### src/rtl/nasti_read_burst_splitter_pkg.sv
// Shared NASTI read-request definitions: captured AR control fields, FSM encodings
// and the sub-burst sizing helper.
package nasti_read_burst_splitter_pkg;

    localparam logic [1:0] S_IDLE = 2'd0;
    localparam logic [1:0] S_AR   = 2'd1;
    localparam logic [1:0] S_R    = 2'd2;

    localparam logic [1:0] BURST_INCR = 2'b01;

    typedef struct packed {
        logic [7:0] len;
        logic [2:0] size;
        logic [1:0] burst;
        logic       lock;
        logic [3:0] cache;
        logic [2:0] prot;
        logic [3:0] qos;
        logic [3:0] region;
    } NastiReq;

    // Beats that fit between offset and the next max_bytes boundary, capped at rem.
    function automatic logic [8:0] chunk_beats(input logic [12:0] offset,
                                               input logic [2:0]  size,
                                               input logic [12:0] max_bytes,
                                               input logic [8:0]  rem);
        logic [12:0] room;
        room = (max_bytes - offset) >> size;
        if (room > {4'd0, rem})
            return rem;
        return room[8:0];
    endfunction

endpackage

### src/rtl/nasti_read_burst_splitter.sv
// Splits one INCR read burst into sub-bursts that never cross a MAX_BYTES boundary,
// stitching the returned data back into a single upstream burst.
module nasti_read_burst_splitter
    import nasti_read_burst_splitter_pkg::*;
#(
    parameter int ID_WIDTH   = 2,
    parameter int ADDR_WIDTH = 32,
    parameter int DATA_WIDTH = 64,
    parameter int USER_WIDTH = 1,
    parameter int MAX_BYTES  = 128
) (
    input  logic                  clk,
    input  logic                  rstn,
    input  logic [ID_WIDTH-1:0]   master_ar_id,
    input  logic [ADDR_WIDTH-1:0] master_ar_addr,
    input  logic [7:0]            master_ar_len,
    input  logic [2:0]            master_ar_size,
    input  logic [1:0]            master_ar_burst,
    input  logic                  master_ar_lock,
    input  logic [3:0]            master_ar_cache,
    input  logic [2:0]            master_ar_prot,
    input  logic [3:0]            master_ar_qos,
    input  logic [3:0]            master_ar_region,
    input  logic [USER_WIDTH-1:0] master_ar_user,
    input  logic                  master_ar_valid,
    output logic                  master_ar_ready,
    output logic [ID_WIDTH-1:0]   master_r_id,
    output logic [DATA_WIDTH-1:0] master_r_data,
    output logic [1:0]            master_r_resp,
    output logic                  master_r_last,
    output logic [USER_WIDTH-1:0] master_r_user,
    output logic                  master_r_valid,
    input  logic                  master_r_ready,
    output logic [ID_WIDTH-1:0]   slave_ar_id,
    output logic [ADDR_WIDTH-1:0] slave_ar_addr,
    output logic [7:0]            slave_ar_len,
    output logic [2:0]            slave_ar_size,
    output logic [1:0]            slave_ar_burst,
    output logic                  slave_ar_lock,
    output logic [3:0]            slave_ar_cache,
    output logic [2:0]            slave_ar_prot,
    output logic [3:0]            slave_ar_qos,
    output logic [3:0]            slave_ar_region,
    output logic [USER_WIDTH-1:0] slave_ar_user,
    output logic                  slave_ar_valid,
    input  logic                  slave_ar_ready,
    input  logic [ID_WIDTH-1:0]   slave_r_id,
    input  logic [DATA_WIDTH-1:0] slave_r_data,
    input  logic [1:0]            slave_r_resp,
    input  logic                  slave_r_last,
    input  logic [USER_WIDTH-1:0] slave_r_user,
    input  logic                  slave_r_valid,
    output logic                  slave_r_ready
);

    localparam logic [12:0]           MB13    = 13'(MAX_BYTES);
    localparam logic [ADDR_WIDTH-1:0] MB_ADDR = ADDR_WIDTH'(MAX_BYTES);

    logic [1:0]            state;
    NastiReq               req;
    logic [ID_WIDTH-1:0]   req_id;
    logic [ADDR_WIDTH-1:0] req_addr;
    logic [USER_WIDTH-1:0] req_user;
    logic [8:0]            rem;
    logic [8:0]            sub_left;
    logic [ADDR_WIDTH-1:0] cur_addr;
    logic                  first;

    logic [12:0]           first_offset;
    logic [8:0]            beats;
    logic [8:0]            beats_m1;
    logic [ADDR_WIDTH-1:0] next_boundary;
    logic                  in_r;
    logic                  r_hs;

    // Only the first chunk can start mid-window; later ones begin on a boundary.
    assign first_offset  = req_addr[12:0] & ~((13'd1 << req.size) - 13'd1) & (MB13 - 13'd1);
    assign beats         = chunk_beats(first ? first_offset : 13'd0, req.size, MB13, rem);
    assign beats_m1      = beats - 9'd1;
    assign next_boundary = (slave_ar_addr & ~(MB_ADDR - ADDR_WIDTH'(1))) + MB_ADDR;
    assign in_r          = (state == S_R);
    assign r_hs          = in_r && slave_r_valid && master_r_ready;

    assign master_ar_ready = (state == S_IDLE) && rstn;

    assign slave_ar_valid  = (state == S_AR);
    assign slave_ar_id     = req_id;
    assign slave_ar_addr   = first ? req_addr : cur_addr;
    assign slave_ar_len    = beats_m1[7:0];
    assign slave_ar_size   = req.size;
    assign slave_ar_burst  = req.burst;
    assign slave_ar_lock   = req.lock;
    assign slave_ar_cache  = req.cache;
    assign slave_ar_prot   = req.prot;
    assign slave_ar_qos    = req.qos;
    assign slave_ar_region = req.region;
    assign slave_ar_user   = req_user;

    assign master_r_valid = in_r && slave_r_valid;
    assign slave_r_ready  = in_r && master_r_ready;
    assign master_r_id    = req_id;
    assign master_r_data  = slave_r_data;
    assign master_r_resp  = slave_r_resp;
    assign master_r_user  = slave_r_user;
    assign master_r_last  = in_r && slave_r_last && (rem == 9'd0);

    always_ff @(posedge clk or negedge rstn) begin
        if (!rstn) begin
            state    <= S_IDLE;
            req      <= '0;
            req_id   <= '0;
            req_addr <= '0;
            req_user <= '0;
            rem      <= '0;
            sub_left <= '0;
            cur_addr <= '0;
            first    <= 1'b0;
        end else begin
            case (state)
                S_IDLE: if (master_ar_valid) begin
                    req      <= '{len: master_ar_len, size: master_ar_size,
                                  burst: master_ar_burst, lock: master_ar_lock,
                                  cache: master_ar_cache, prot: master_ar_prot,
                                  qos: master_ar_qos, region: master_ar_region};
                    req_id   <= master_ar_id;
                    req_addr <= master_ar_addr;
                    req_user <= master_ar_user;
                    rem      <= {1'b0, master_ar_len} + 9'd1;
                    first    <= 1'b1;
                    state    <= S_AR;
                end
                S_AR: if (slave_ar_ready) begin
                    rem      <= rem - beats;
                    sub_left <= beats;
                    cur_addr <= next_boundary;
                    first    <= 1'b0;
                    state    <= S_R;
                end
                S_R: if (r_hs) begin
                    sub_left <= sub_left - 9'd1;
                    if (slave_r_last)
                        state <= (rem == 9'd0) ? S_IDLE : S_AR;
                end
                default: state <= S_IDLE;
            endcase
        end
    end

    // Protocol guards: unsupported requests and a downstream that ends a sub-burst early.
    always_ff @(posedge clk) begin
        if (rstn && master_ar_valid && master_ar_ready)
            assert (master_ar_burst == BURST_INCR && (int'(1) << master_ar_size) <= DATA_WIDTH / 8)
                else $fatal(1, "unsupported AR: burst=%0d size=%0d", master_ar_burst, master_ar_size);
        if (rstn && r_hs && slave_r_last)
            assert (sub_left == 9'd1)
                else $fatal(1, "slave_r_last early, %0d beats still expected", sub_left);
    end

endmodule

### config.mk
export PLATFORM = sky130hd
export DESIGN_NAME = nasti_read_burst_splitter
export DESIGN_NICKNAME = d
export VERILOG_FILES = /design/src/rtl/nasti_read_burst_splitter_pkg.sv /design/src/rtl/nasti_read_burst_splitter.sv
export SDC_FILE = /design/constraint.sdc
export NUM_CORES = 1
export LEC_CHECK = 0
export ABC_AREA = 1
export CAP_MARGIN = 20
export CORE_MARGIN = 3
export CORE_UTILIZATION = 30
export CTS_CLUSTER_DIAMETER = 200
export DETAILED_ROUTE_END_ITERATION = 8
export PLACE_DENSITY = 0.63
export SLEW_MARGIN = 0
export SYNTH_ARGS = -nofsm -noshare
export SYNTH_HDL_FRONTEND = slang
export SYNTH_SLANG_ARGS = --single-unit
export TNS_END_PERCENT = 100
### constraint.sdc
create_clock -name clk -period 5.05 [get_ports clk]
set_clock_uncertainty 0.1 [all_clocks]
set_input_delay 0.505 -clock clk [delete_from_list [all_inputs] [get_ports clk]]
set_output_delay 0.505 -clock clk [all_outputs]
set_load 0.05 [all_outputs]
==> results of run 1 <==
==> repair_timing <==
action / 4_1_cts / 5_1_grt
pin swaps: 0 / 4
setup buffers: 0 / 9
setup endpoints to repair: 3 / 7
hold buffers: 0 / 0
resized for setup: 2 / 23
==> critical path: cells and delay by family (launching register included) <==
kind / cells / cell delay [ps]
AOI/OAI and AO/OA: 2 / 350
xor gates and xnor gates: 2 / 390
DFF: 1 / 540
buffers and inverters: 5 / 440
adders and majority gates: 3 / 700
and+or+nand+nor: 13 / 1390
==> layout make-up <==
| class | count | area [um^2] |
|---|---|---|
| clock buffer | 11 | 233 |
| sequential | 93 | 2330 |
| clock inverter | 5 | 60.1 |
| inverter | 95 | 360 |
| multi-input combinational | 617 | 3260 |
| fill | 2234 | 12800 |
| tap | 275 | 344 |
| timing repair buffer | 162 | 1680 |
==> cell families (layout without fill, tap and decap cells) <==
| kind of cell | Yosys count | after routing | synth area share |
|---|---|---|---|
| buf+inv | 195 | 273 | 0.159 |
| xor+xnor | 27 | 27 | 0.0365 |
| simple gates | 477 | 477 | 0.328 |
| flops | 93 | 93 | 0.360 |
| compound gates | 92 | 92 | 0.0760 |
| mux | 2 | 2 | 0.00309 |
| fa+ha+maj | 19 | 19 | 0.0379 |
==> through the flow <==
stage / area (um^2) / instances / hold WS [ps]
finish: 8270 / 1258 / 15.9
global route: 8270 / 1258 / 49.8
CTS: 8100 / 1249 / 29.2
detailed placement: 7800 / 1233 / 360
global placement: 7780 / 1232 / 355
floorplan: 6540 / 905 / 109
==> sequential cells by signal, summed over array words and instances (netlist names) <==
name	cells
slave_ar_burst	2
slave_ar_qos	4
req_addr	32
slave_ar_cache	4
state	2
slave_ar_user	1
slave_ar_prot	3
rem	9
slave_ar_size	3
master_r_id	2
slave_ar_region	4
cur_addr	25
first	1
slave_ar_lock	1
==> worst max-delay path by stage <==
stage | from | end | slack [ps] | depth (start not counted)
6_report | slave_ar_size[2] | slave_ar_len[6] | 260 | 25
5_1_grt | first | slave_ar_len[6] | -40 | 27
4_1_cts | first | slave_ar_len[6] | 10 | 27
3_5_place_dp | first | slave_ar_len[6] | 220 | 26
3_3_place_gp | slave_ar_size[2] | slave_ar_len[6] | 250 | 26
2_1_floorplan | first | slave_ar_len[6] | 30 | 28
==> metal layers <==
metal,vias up,track usage,routed length [um]
met3,21,0.0277,814
met1,2664,0.187,7820
met5,-,0,0
li1,2914,-,-
met4,0,0.0445,269
met2,135,0.254,8400
==> synth_stat cells (4+ instances only) <==
cell type and n:
a21oi_1 15, a31oi_1 5, buf_4 70, clkbuf_1 23, dfrtp_1 93, ha_1 18, inv_1 86, inv_2 8
nand2_1 306, nand2_2 4, nand3_1 48, nand3_2 5, nand4_1 12, nor2_1 50, nor2_2 8, nor2_4 4
nor3_1 6, o21ai_0 50, o21ai_1 12, or2_2 17, xor2_1 24
==> out/qor.yml, run 1 <==
critical_path:
  crit_slowest_cell: "dfrtp_4"
  critPathRequiredTime_ps: 4450
  startpoint_type: "flip-flop"
  end_kind: "output pin"
  critical_path_class: "flip-flop to output pin"
  path_max_fanout: 12
  critical-path-max-stage-delay_ps: 540
  reg2reg_depth: 26
  rr_startpoint: "slave_ar_size[2]"
  cp.arrival_ps: 4180
  r2r_slack_ps: 530
  cp_common_cell: "nand2_1"
  r2r_end: "rem[7]"
cells_and_area:
  fin_util: 0.392
  diodes: 0
  num-nets-final: 1137
  syn2layout_area_growth_pct: 27.8
  layout_commonest_cell: "nand2_1"
  final_cell_mix: "299 x nand2_1, 132 x clkdlybuf4s50_1, 89 x dfrtp_1"
  drive_gt1_frac: 0.125
detailed_routing:
  drc: 0
  finalWirelength_um: 17300
  drtAntennaViolNets: 0
  drt_iter0_markers: 318
  via_per_inst: 4.56
  firstDrtPassIters: 5
  vias: 5734
  wire_per_inst_um: 13.8
global_route:
  grt_pass1_wl_um: 28400
  grt_max_degree: 63
  overflow: 0
  grt_use_total: 0.147
  grt_pass1_vias: 5756
  antenna_found_initial: 0
sta:
  fin_ws_ps: 261
  fmax_ghz: 0.209
  tns_ps: 0
  worst_pin_slew_ps: 775
  hold_viol: 0
  finalMaxSlewViolations: 0
  fin_crit_sh: 0.948
  max_slew_margin: 0.483
  setup_violations: 0
  rsz0062_at_grt: "true"
  period_needed_ps: 4790
synth:
  synth_nets: 1064
  synth_seq_cells: 93
  postSynthAreaPerCell_um2: 7.15
  synth_cell_types: 46
  syn_area_um2: 6470
  synth_top_area_share: 0.360
  syn_inst: 905
  yosys_warnings: 0
  yosys-top-cells-area: "dfrtp_1 36%, nand2_1 18%, buf_4 8.1%, inv_1 5.0%, o21ai_0 3.9%"
  netlist.top_cell.by_area: "dfrtp_1"
  synth-seq-area-share: 0.360
  async_flop_share: 1.00
  ys.flop_type: "dfrtp_1"
  synth_edf_count: 0
floorplan:
  core.rowCount: 53
  die_width_um: 153
  num_io_pins: 278
  chipHeight_um: 153
  dieArea_um2: 23400
  start_util: 0.307
  core_area_um2: 21100
clocking:
  clk-insertion-delay-late_ps: 350
  clock-sinks: 93
  cts_tree: "done"
  cts_buffers: 9
  cts_max_level: 3
  clock_path_buffers: 2
  cts.clk_slew.worst_paths_ps: 70
  root_buffer: "clkbuf_16"
job:
  drv_cap: 0
placement:
  dp_hpwl_um: 12600
  place_ws_ps: 223
  port_buffers: 141
  gp_congestion: 0.874
outcome:
  status: "finished, final reports clean"
hold_path:
  min_path_type: "input port to async pin"
Power of run 1 is left out: the tool's default activity adds up to more than one toggle a clock period on the data nets, which glitch-free logic cannot reach.
==> run 2, diff against run 1 <==
- CAP_MARGIN: 20 -> not set
- CTS_CLUSTER_SIZE: not set -> 24
==> out/qor.yml, run 2 (synthesized netlist as in run 1, its figures left out) <==
outcome:
  status: "finished, final reports clean"
global_route:
  grt.busiest_layer: "met2"
  grt_pass1_vias: 5775
  grtUsageMet1: 0.187
  antenna_found_initial: 0
  met2_usage: 0.254
  grt_use_total: 0.147
  grt_pass1_wl_um: 28600
  grt_max_degree: 63
  met3_usage: 0.0275
  overflow: 0
hold_path:
  min_path_type: "input port to async pin"
clocking:
  root_buffer: "clkbuf_16"
  cts_hold_buf: 0
  cts_tree: "done"
  cts_max_level: 3
  cts_buffers: 9
  clk-insertion-delay-late_ps: 350
  clock_path_buffers: 2
  cts.clk_slew.worst_paths_ps: 70
  clock-sinks: 93
detailed_routing:
  drtAntennaViolNets: 0
  drt_iter0_markers: 250
  via_per_inst: 4.59
  wire_per_inst_um: 14.0
  drc: 0
  vias: 5759
  firstDrtPassIters: 4
  finalWirelength_um: 17500
cells_and_area:
  top_regs: "req_addr (32), cur_addr (25), rem (9)"
  largest_reg_flops: 32
  diodes: 0
  syn2layout_area_growth_pct: 26.9
  final_cell_mix: "301 x nand2_1, 132 x clkdlybuf4s50_1, 89 x dfrtp_1"
  num-nets-final: 1134
  layout_commonest_cell: "nand2_1"
  drive_gt1_frac: 0.121
  regMostFlops: "req_addr"
sta:
  fmax_ghz: 0.208
  setup_violations: 0
  period_needed_ps: 4810
  fin_ws_ps: 241
  finalMaxSlewViolations: 0
  worst_pin_slew_ps: 1130
  fin_crit_sh: 0.952
  rsz0062_at_grt: "true"
  hold_viol: 0
  holdWs_ps: 11.4
  max_slew_margin: 0.245
critical_path:
  crit_start: "slave_ar_size[1]"
  cp.depth: 25
  reg2reg_depth: 27
  critical-path-max-stage-delay_ps: 490
  r2r_end: "rem[7]"
  path_max_fanout: 9
  crit_end: "slave_ar_len[6]"
  cp_common_cell: "nand2_1"
  cp.arrival_ps: 4200
  rr_startpoint: "slave_ar_size[1]"
  r2r_slack_ps: 350
  critical_path_class: "flip-flop to output pin"
  path_buf_inv: 4
  critPathRequiredTime_ps: 4450
  critPathTopFamily: "simple AND/OR/NAND/NOR gates"
  end_kind: "output pin"
  crit_slowest_cell: "dfrtp_2"
  startpoint_type: "flip-flop"
floorplan:
  core.rowCount: 53
  chipHeight_um: 153
  num_io_pins: 278
  start_util: 0.307
  dieArea_um2: 23400
  core_area_um2: 21100
  die_width_um: 153
job:
  drv_cap: 0
placement:
  place_ws_ps: 206
  gp_congestion: 0.874
  port_buffers: 141
  dp_hpwl_um: 12600
-- run 2: worst min path at each step --
stage	from	end	slack, ps
after floorplan	rstn	cur_addr[10]	110
after global placement	req_addr[21]	req_addr[21]	360
after detailed placement	cur_addr[30]	cur_addr[30]	360
after CTS	rstn	req_addr[23]	20
after global routing	rstn	req_addr[23]	50
final	rstn	req_addr[23]	10
-- run 2: worst reg2reg max path, cell delays in order (launching register included) --
cell and delay (ps):
dfrtp_2 490, nor2_4 180, nand3_4 140, ha_4 210, nand3_1 80, nand2_1 70
nand3_1 110, a21oi_1 70, a31oi_1 190, or2_2 160, inv_1 40, ha_1 280
nand2_1 90, o21a_1 200, o31ai_1 60, nand2_1 100, nand2_2 90, nand2_4 80
buf_2 180, buf_4 140, o21ai_0 220, inv_1 160, ha_1 360, a21oi_1 140
a21boi_0 260, a21oi_1 100, o21ai_0 180, o21ai_0 110
-- run 2: cell type report --
type                    count  area, um^2
multi-input cells         617        3240
fillers                  2238       12900
clock inverters             4        55.1
repair buffers            159        1630
clock buffers              12         246
flip-flops and latches     93        2330
well taps                 275         344
inverters                  95         360
-- run 2: repair_timing --
action | 4_1_cts | 5_1_grt
setup buffers | 3 | 4
endpoints found under the setup margin | 3 | 8
pin swaps | 0 | 6
gates resized for setup | 2 | 19
cloned | 0 | 0
-- run 2: per-stage QoR --
stage	util	TNS (ps)	area (um^2)	cells
floorplan	-	0	6540	905
global placement	0.369	0	7780	1232
detailed placement	0.369	0	7780	1232
CTS	0.384	0	8110	1251
global route	0.389	-193	8210	1255
finish	0.389	0	8210	1255
-- run 2: metal layers --
| metal | up-vias | wire (um) |
|---|---|---|
| met5 | - | 0 |
| met4 | 0 | 273 |
| met3 | 21 | 843 |
| met2 | 134 | 8570 |
| met1 | 2693 | 7840 |
| li1 | 2911 | - |
Power of run 2 is left out for the same reason.
==> run 3, diff against run 2 <==
- CORE_ASPECT_RATIO: not set -> 0.8
- clock period: 5.05 -> 5.7 ns (I/O delays scaled with it)
==> out/qor.yml, run 3 (synthesized netlist as in run 1, its figures left out) <==
cells_and_area:
  largest_reg_flops: 32
  regMostFlops: "req_addr"
  syn2layout_area_growth_pct: 24.4
  final_cell_mix: "305 x nand2_1, 132 x clkdlybuf4s50_1, 90 x dfrtp_1"
  num-nets-final: 1126
  layout_commonest_cell: "nand2_1"
  diodes: 0
  top_regs: "req_addr (32), cur_addr (25), rem (9)"
  drive_gt1_frac: 0.0988
detailed_routing:
  finalWirelength_um: 16800
  drt_iter0_markers: 314
  wire_per_inst_um: 13.5
  vias: 5615
  via_per_inst: 4.52
  drc: 0
  drtAntennaViolNets: 0
  firstDrtPassIters: 4
global_route:
  overflow: 0
  antenna_found_initial: 0
  grt_pass1_vias: 5404
  grt_pass1_wl_um: 27700
  grt_max_degree: 63
  grt_use_total: 0.148
critical_path:
  cp_common_cell: "nand2_1"
  critPathTopFamily: "simple AND/OR/NAND/NOR gates"
  r2r_slack_ps: 760
  end_kind: "output pin"
  cp.arrival_ps: 4480
  crit_slowest_cell: "dfrtp_2"
  path_max_fanout: 17
  startpoint_type: "flip-flop"
  path_buf_inv: 4
  r2r_end: "rem[8]"
  cp.depth: 26
  critical-path-max-stage-delay_ps: 530
  rr_startpoint: "slave_ar_size[2]"
  critPathRequiredTime_ps: 5030
  critical_path_class: "flip-flop to output pin"
  reg2reg_depth: 29
floorplan:
  start_util: 0.309
  core_area_um2: 20900
  chipHeight_um: 137
  die_width_um: 170
  num_io_pins: 278
  dieArea_um2: 23400
  core.rowCount: 47
clocking:
  clk-insertion-delay-late_ps: 350
  cts.clk_slew.worst_paths_ps: 70
  cts_hold_buf: 0
  cts_buffers: 9
  clock_path_buffers: 2
  clock-sinks: 93
  cts_max_level: 3
  cts_tree: "done"
  root_buffer: "clkbuf_16"
sta:
  period_needed_ps: 5150
  worst_pin_slew_ps: 755
  fmax_ghz: 0.194
  fin_ws_ps: 547
  hold_viol: 0
  setup_violations: 0
  fin_crit_sh: 0.904
  max_slew_margin: 0.497
  rsz0062_at_grt: "false"
  finalMaxSlewViolations: 0
  tns_ps: 0
  holdWs_ps: 88.5
placement:
  port_buffers: 141
  place_ws_ps: 650
  dp_hpwl_um: 12400
  gp_congestion: 0.861
job:
  drv_cap: 0
hold_path:
  min_path_type: "input port to async pin"
outcome:
  status: "finished, final reports clean"
run 3: cell count changes in the layout (fill, tap and decap cells not counted), sizes merged:
cell	change
clkinv	-1
clkbuf	-1
clkinvlp	-1
bufinv	+1
buf	-8
inv	+2
run 3: stage by stage:
step | std cells | utilization | cell area [um^2]
6_report | 1241 | 0.385 | 8050
5_1_grt | 1241 | 0.385 | 8050
4_1_cts | 1241 | 0.384 | 8050
3_5_place_dp | 1225 | 0.368 | 7700
3_3_place_gp | 1225 | 0.368 | 7700
2_1_floorplan | 905 | - | 6490
run 3: how the worst max path moves through the flow:
stage / startpoint / to / slack (ps)
global route: slave_ar_size[2] / slave_ar_len[6] / 70
CTS: slave_ar_size[2] / slave_ar_len[6] / 260
finish: slave_ar_size[2] / slave_ar_len[6] / 550
floorplan: slave_ar_size[0] / slave_ar_len[6] / 30
global placement: slave_ar_size[2] / slave_ar_len[6] / 690
detailed placement: slave_ar_size[2] / slave_ar_len[6] / 650
run 3: cell type report:
cell class,instances,area [um^2]
Fill cell,2174,12900
Multi-Input combinational cell,617,3130
Sequential cell,93,2330
Timing Repair Buffer,151,1550
Inverter,95,357
Tap cell,269,337
Clock buffer,11,253
Clock inverter,5,90.1
run 3: layer usage:
| metal | routed length, um | track usage | up-vias |
|---|---|---|---|
| met3 | 1190 | 0.0534 | 12 |
| met5 | 0 | 0 | - |
| met1 | 8300 | 0.206 | 2560 |
| li1 | - | - | 2901 |
| met4 | 143 | 0.0239 | 0 |
| met2 | 7180 | 0.224 | 142 |
run 3: timing repair:
action / CTS / global route
gates resized for setup: 0 / 5
setup endpoints to repair: 0 / 6
setup buffers: 0 / 0
run 3: worst register-to-register path, delay by kind of cell, from the launching register on:
family          cells  cell delay (ps)
buf+inv             4              510
fa+ha+maj           3              900
compound gates      7             1240
xor+xnor            1              200
simple gates       14             1420
flops               1              530
Power of run 3 is left out for the same reason.
==> RTL change 1, RTL diff (settings of run 1) <==
The parameter `ADDR_WIDTH` goes from 32 to 40.
--- a/src/rtl/nasti_read_burst_splitter.sv
+++ b/src/rtl/nasti_read_burst_splitter.sv
@@ -4,7 +4,7 @@
     import nasti_read_burst_splitter_pkg::*;
 #(
     parameter int ID_WIDTH   = 2,
-    parameter int ADDR_WIDTH = 32,
+    parameter int ADDR_WIDTH = 40,
     parameter int DATA_WIDTH = 64,
     parameter int USER_WIDTH = 1,
     parameter int MAX_BYTES  = 128
Interface: changed (resized master_ar_addr and slave_ar_addr); port bits go from 278 to 294. The function was not compared with the original's and may differ.
==> RTL change 1 against run 1 <==
- via count grew 12%
- routed wire length grew 10%
- sequential cell count grew 16
- area after synthesis grew 14%
- worst setup slack gained 0.064 ns
- cell area grew 13%
- first-iteration DRC count grew 0.31%
Power is left out: the tool's default activity adds up to more than one toggle a clock period on the data nets, which glitch-free logic cannot reach.
==> RTL change 1: results (changes against run 1) <==
global_route:
  grt_pass1_vias: 6418  # +12%
  grt_pass1_wl_mm: 31.7  # +11%
  grtUsageTotal_pct: 14.6  # -0.10 points
  grt_max_degree: 63  # unchanged
  antenna_found_initial: 0  # unchanged
final_layout:
  antenna_cells: 0  # unchanged
  drive_gt1_share_pct: 11.8  # -0.76 points
  fin_nets: 1285  # +13%
  largestRegisters: "req_addr: 40 flops, cur_addr: 33 flops, rem: 9 flops"
  fillers: 2548  # +14%
critical_path:
  r2r_cells: 32  # +23%
  cp_max_fo: 17  # +5
  r2r_end: "rem[6]"
  arrival_ns: 4.12  # -0.06 ns
  crit_family: "simple AND/OR/NAND/NOR gates"
  endpoint: "slave_ar_len[4]"
  regToRegStartpoint: "slave_ar_size[2]"
  cp_slowest_cell: "dfrtp_2"
  crit_type: "reg -> out"
  rrSetupSlack_ns: 0.51  # -0.02 ns
  slowest_delay_ns: 0.45  # -0.09 ns
synthesis:
  yosys.cell_types.count: 43  # -6.5%
  synth_ff_type: "dfrtp_1"
  synth_seq_area_share_pct: 36.9  # +0.92 points
  synth_fp_nets: 1197  # +13%
  yosys_warnings: 0  # unchanged
  async_reset_ff_share_pct: 100  # unchanged
  synthTopCellsByArea: "dfrtp_1, nand2_1, buf_4, inv_1, xor2_1"
  yosys-top-cells-count: "nand2_1, dfrtp_1, inv_1"
hold_path:
  hold_path_class: "in -> async"
routing:
  firstDrtPassIters: 4  # -1
  drt_first_iter_violations: 319  # +0.31%
  routedWlPerCell_um: 13.3  # -3.6%
  routed_via_density: 4.45  # -2.3%
clock_network:
  clk_latency_ns: 0.35  # about the same
  cts_buffers: 9  # unchanged
  root_buffer: "clkbuf_16"
  path_clk_slew_ns: 0.09  # +0.02 ns
  clockBufferDepth: 2  # unchanged
  htreeDepth: 3  # unchanged
placement:
  place.gp.congestion: 0.845  # -3.3%
  dpl.hpwl_mm: 14.0  # +11%
  io_buffer_count: 157  # +11%
sta:
  slew_headroom_pct: 48.1  # -0.20 points
  setup_viol: 0  # unchanged
status:
  status: "finished clean"
RTL change 1: repair_timing:
item / 4_1_cts / 5_1_grt
gates resized for setup: 4 / 19
buffers inserted: 0 / 6
endpoints found under the hold margin: 0 / 0
endpoints found under the setup margin: 3 / 7
pin swaps: 0 / 3
RTL change 1: through the flow:
| stage | hold WS, ns | worst slack (ns) | TNS (ns) | cell area, µm² | instances |
|---|---|---|---|---|---|
| floorplan | 0.109 | -0.206 | -0.294 | 7430 | 1030 |
| global placement | 0.349 | 0.410 | 0 | 8930 | 1419 |
| detailed placement | 0.351 | 0.330 | 0 | 8930 | 1419 |
| CTS | 0.265 | 0.00603 | 0 | 9240 | 1435 |
| global route | 0.295 | 0.0115 | 0 | 9390 | 1442 |
| finish | 0.226 | 0.324 | 0 | 9390 | 1442 |
RTL change 1: cell type report:
type | count | area (µm²) | area share [%]
multi-input cells | 704 | 3670 | 39.1
clock buffers | 9 | 225 | 2.40
clock inverters | 7 | 83.8 | 0.893
flip-flops and latches | 109 | 2730 | 29.1
well taps | 319 | 399 | 4.25
inverters | 114 | 429 | 4.57
repair buffers | 180 | 1850 | 19.7
RTL change 1: routing by layer:
layer	GRT usage (%)	share of wire, %	routed length [µm]	vias to the layer above
met2	25.7	49	9280	138
met1	18.5	46	8880	2932
met5	0	0	0	-
met3	2.46	3.6	687	27
li1	-	-	-	3322
met4	3.77	1.4	272	0
RTL change 1: cells by family after synthesis:
logic type,synth area share (%)
fa+ha+maj,3.32
xor+xnor,4.50
compound gates,6.99
buf+inv,15.1
simple gates,32.8
mux,0.406
flops,36.9
==> RTL change 2, RTL diff (settings of run 1) <==
Made on the original files. Make the reset (`rstn`) synchronous in one clocked block.
--- a/src/rtl/nasti_read_burst_splitter.sv
+++ b/src/rtl/nasti_read_burst_splitter.sv
@@ -104,7 +104,7 @@
     assign master_r_user  = slave_r_user;
     assign master_r_last  = in_r && slave_r_last && (rem == 9'd0);
 
-    always_ff @(posedge clk or negedge rstn) begin
+    always_ff @(posedge clk) begin
         if (!rstn) begin
             state    <= S_IDLE;
             req      <= '0;
Check against the original RTL: differs if rstn is asserted again (counterexample within 4 cycles, from zero or initial values and one cycle with rstn low); with rstn held inactive, the same outputs for 4 cycles.
==> RTL change 2 against run 1 <==
- area after synthesis fell by 2.4%
- highest routed layer unchanged
- global-route usage barely moved
- routed wire length fell by 3.6%
- cell area fell by 3.5%
- worst hold slack improved by 0.34 ns
- utilization fell by 0.28 points
- sequential cell count did not move
- critical path depth fell by 1
- worst setup slack improved by 0.12 ns
==> RTL change 2: results (changes against run 1) <==
global_route:
  grt_pass1_vias: 5548  # -3.6%
  grt_pass1_wl_mm: 26.9  # -5.2%
  grt_max_degree: 88  # +40%
  grt_overflow: 0  # unchanged
  grtUsageTotal_pct: 14.6  # -0.045 points
  antenna_found_initial: 1  # +1
clock_network:
  cts_buffers: 9  # unchanged
  path_clk_slew_ns: 0.07  # about the same
  htreeDepth: 3  # unchanged
  clk_latency_ns: 0.35  # about the same
  clockBufferDepth: 2  # unchanged
final_layout:
  layoutNonFillerInstCount: 1274  # +1.3%
  fin_nets: 1157  # +1.8%
  fillers: 2167  # -3.0%
  drive_gt1_share_pct: 10.3  # -2.2 points
  largestRegisters: "req_addr: 32 flops, cur_addr: 25 flops, rem: 9 flops"
critical_path:
  cp_max_fo: 10  # -2
  slowest_delay_ns: 0.39  # -0.15 ns
  arrival_ns: 4.06  # -0.12 ns
  cp_slowest_cell: "dfxtp_2"
  regToRegStartpoint: "slave_ar_size[1]"
hold_path:
  hold_path_class: "reg -> reg"
  min_from: "req_addr[29]"
routing:
  drt_first_iter_violations: 260  # -18%
  firstDrtPassIters: 5  # unchanged
  routedWlPerCell_um: 13.1  # -4.8%
  num_vias: 5886  # +2.7%
synthesis:
  yosys_warnings: 0  # unchanged
  synth_fp_nets: 1094  # +2.8%
  async_reset_ff_share_pct: 0  # -100 points
  synth_edf_count: 0  # unchanged
  yosys.cell_types.count: 42  # -8.7%
  synth_top_area_share_pct: 29.5  # -6.5 points
  synthTopCellsByArea: "dfxtp_1, o21ai_0, inv_1, buf_4, nand2_1"
  synth_seq_area_share_pct: 29.5  # -6.5 points
  yosys-top-cells-count: "inv_1, nand2_1, o21ai_0"
  syn_inst: 935  # +3.3%
placement:
  dpl.hpwl_mm: 12.1  # -4.1%
  io_buffer_count: 141  # unchanged
  pre_cts_slack_ns: 0.274  # +0.0513 ns
  dpl_cell_area_um2: 7590  # -2.8%
  place.gp.congestion: 0.875  # +0.13%
pwr:
  ir_drop_uv: 391
status:
  status: "finished clean"
sta:
  slew_headroom_pct: 47.0  # -1.4 points
RTL change 2: cell count changes in the layout (fill, tap and decap cells not counted), moves of 5 or more:
| cell | change |
|---|---|
| o21ai_2 | +7 |
| o21bai_1 | +20 |
| nand2_1 | -184 |
| a21oi_1 | +38 |
| inv_1 | +56 |
| dfxtp_1 | +90 |
| or2_2 | -17 |
| nor2_4 | -5 |
| nor2_1 | +55 |
| o21ai_1 | -5 |
| dfrtp_1 | -89 |
| o21ai_0 | +61 |
RTL change 2: cell type report:
class	count	share of cell area [%]
diodes	1	0.0313
well taps	270	4.23
flip-flops and latches	93	23.4
multi-input cells	586	41.5
clock inverters	7	0.784
inverters	149	7.05
clock buffers	9	2.82
repair buffers	159	20.2
RTL change 2: report_power, final:
part | internal, µW | switching, µW | total [µW]
clock | 346 | 333 | 679
sequential | 803 | 41.0 | 844
combinational | 770 | 1180 | 1950
RTL change 2: what timing repair did:
| action | 4_1_cts | 5_1_grt |
|---|---|---|
| resized for setup | 2 | 19 |
| hold buffers | 0 | 0 |
| gates cloned | 0 | 0 |
| setup buffers | 0 | 1 |
| setup endpoints to repair | 4 | 6 |
| pin swaps | 0 | 2 |
RTL change 2: final timing paths:
kind	to	slack (ns)	depth (start not counted)
setup / recovery	slave_ar_len[7]	0.38	24
hold / removal	req_addr[29]	0.36	2
setup reg to reg	rem[8]	0.65	27
hold reg to reg	req_addr[29]	0.36	2
RTL change 2: stage by stage:
stage / total power (µW) / hold WS (ns) / util, %
detailed placement: 2780 / 0.346 / 37.0
CTS: 3480 / 0.357 / 38.5
global route: 3700 / 0.370 / 38.9
floorplan: 2220 / 0.329 / -
global placement: 2760 / 0.342 / 37.0
finish: 3480 / 0.355 / 38.9
RTL change 2: logic make-up after synthesis:
kind of cell,count (synthesis),synth area share (%)
AO/OA/AOI/OAI,208,18.1
XOR/XNOR,32,4.43
flip-flops,93,29.5
adder cells (fa/ha/maj),19,3.88
AND/OR/NAND/NOR,327,24.2
buffers and inverters,256,20.0
RTL change 2: worst min-delay path, cell delays in order (launching register included):
cell and delay (ns):
dfxtp_1 0.30, inv_1 0.06, a21oi_1 0.05
RTL change 2: per-layer routing:
layer / track usage [%] / up-vias / share of wire [%]
li1: - / 3050 / -
met4: 4.08 / 0 / 1.3
met2: 24.3 / 139 / 47
met1: 18.3 / 2676 / 45
met5: 0 / - / 0
met3: 4.55 / 21 / 6.8
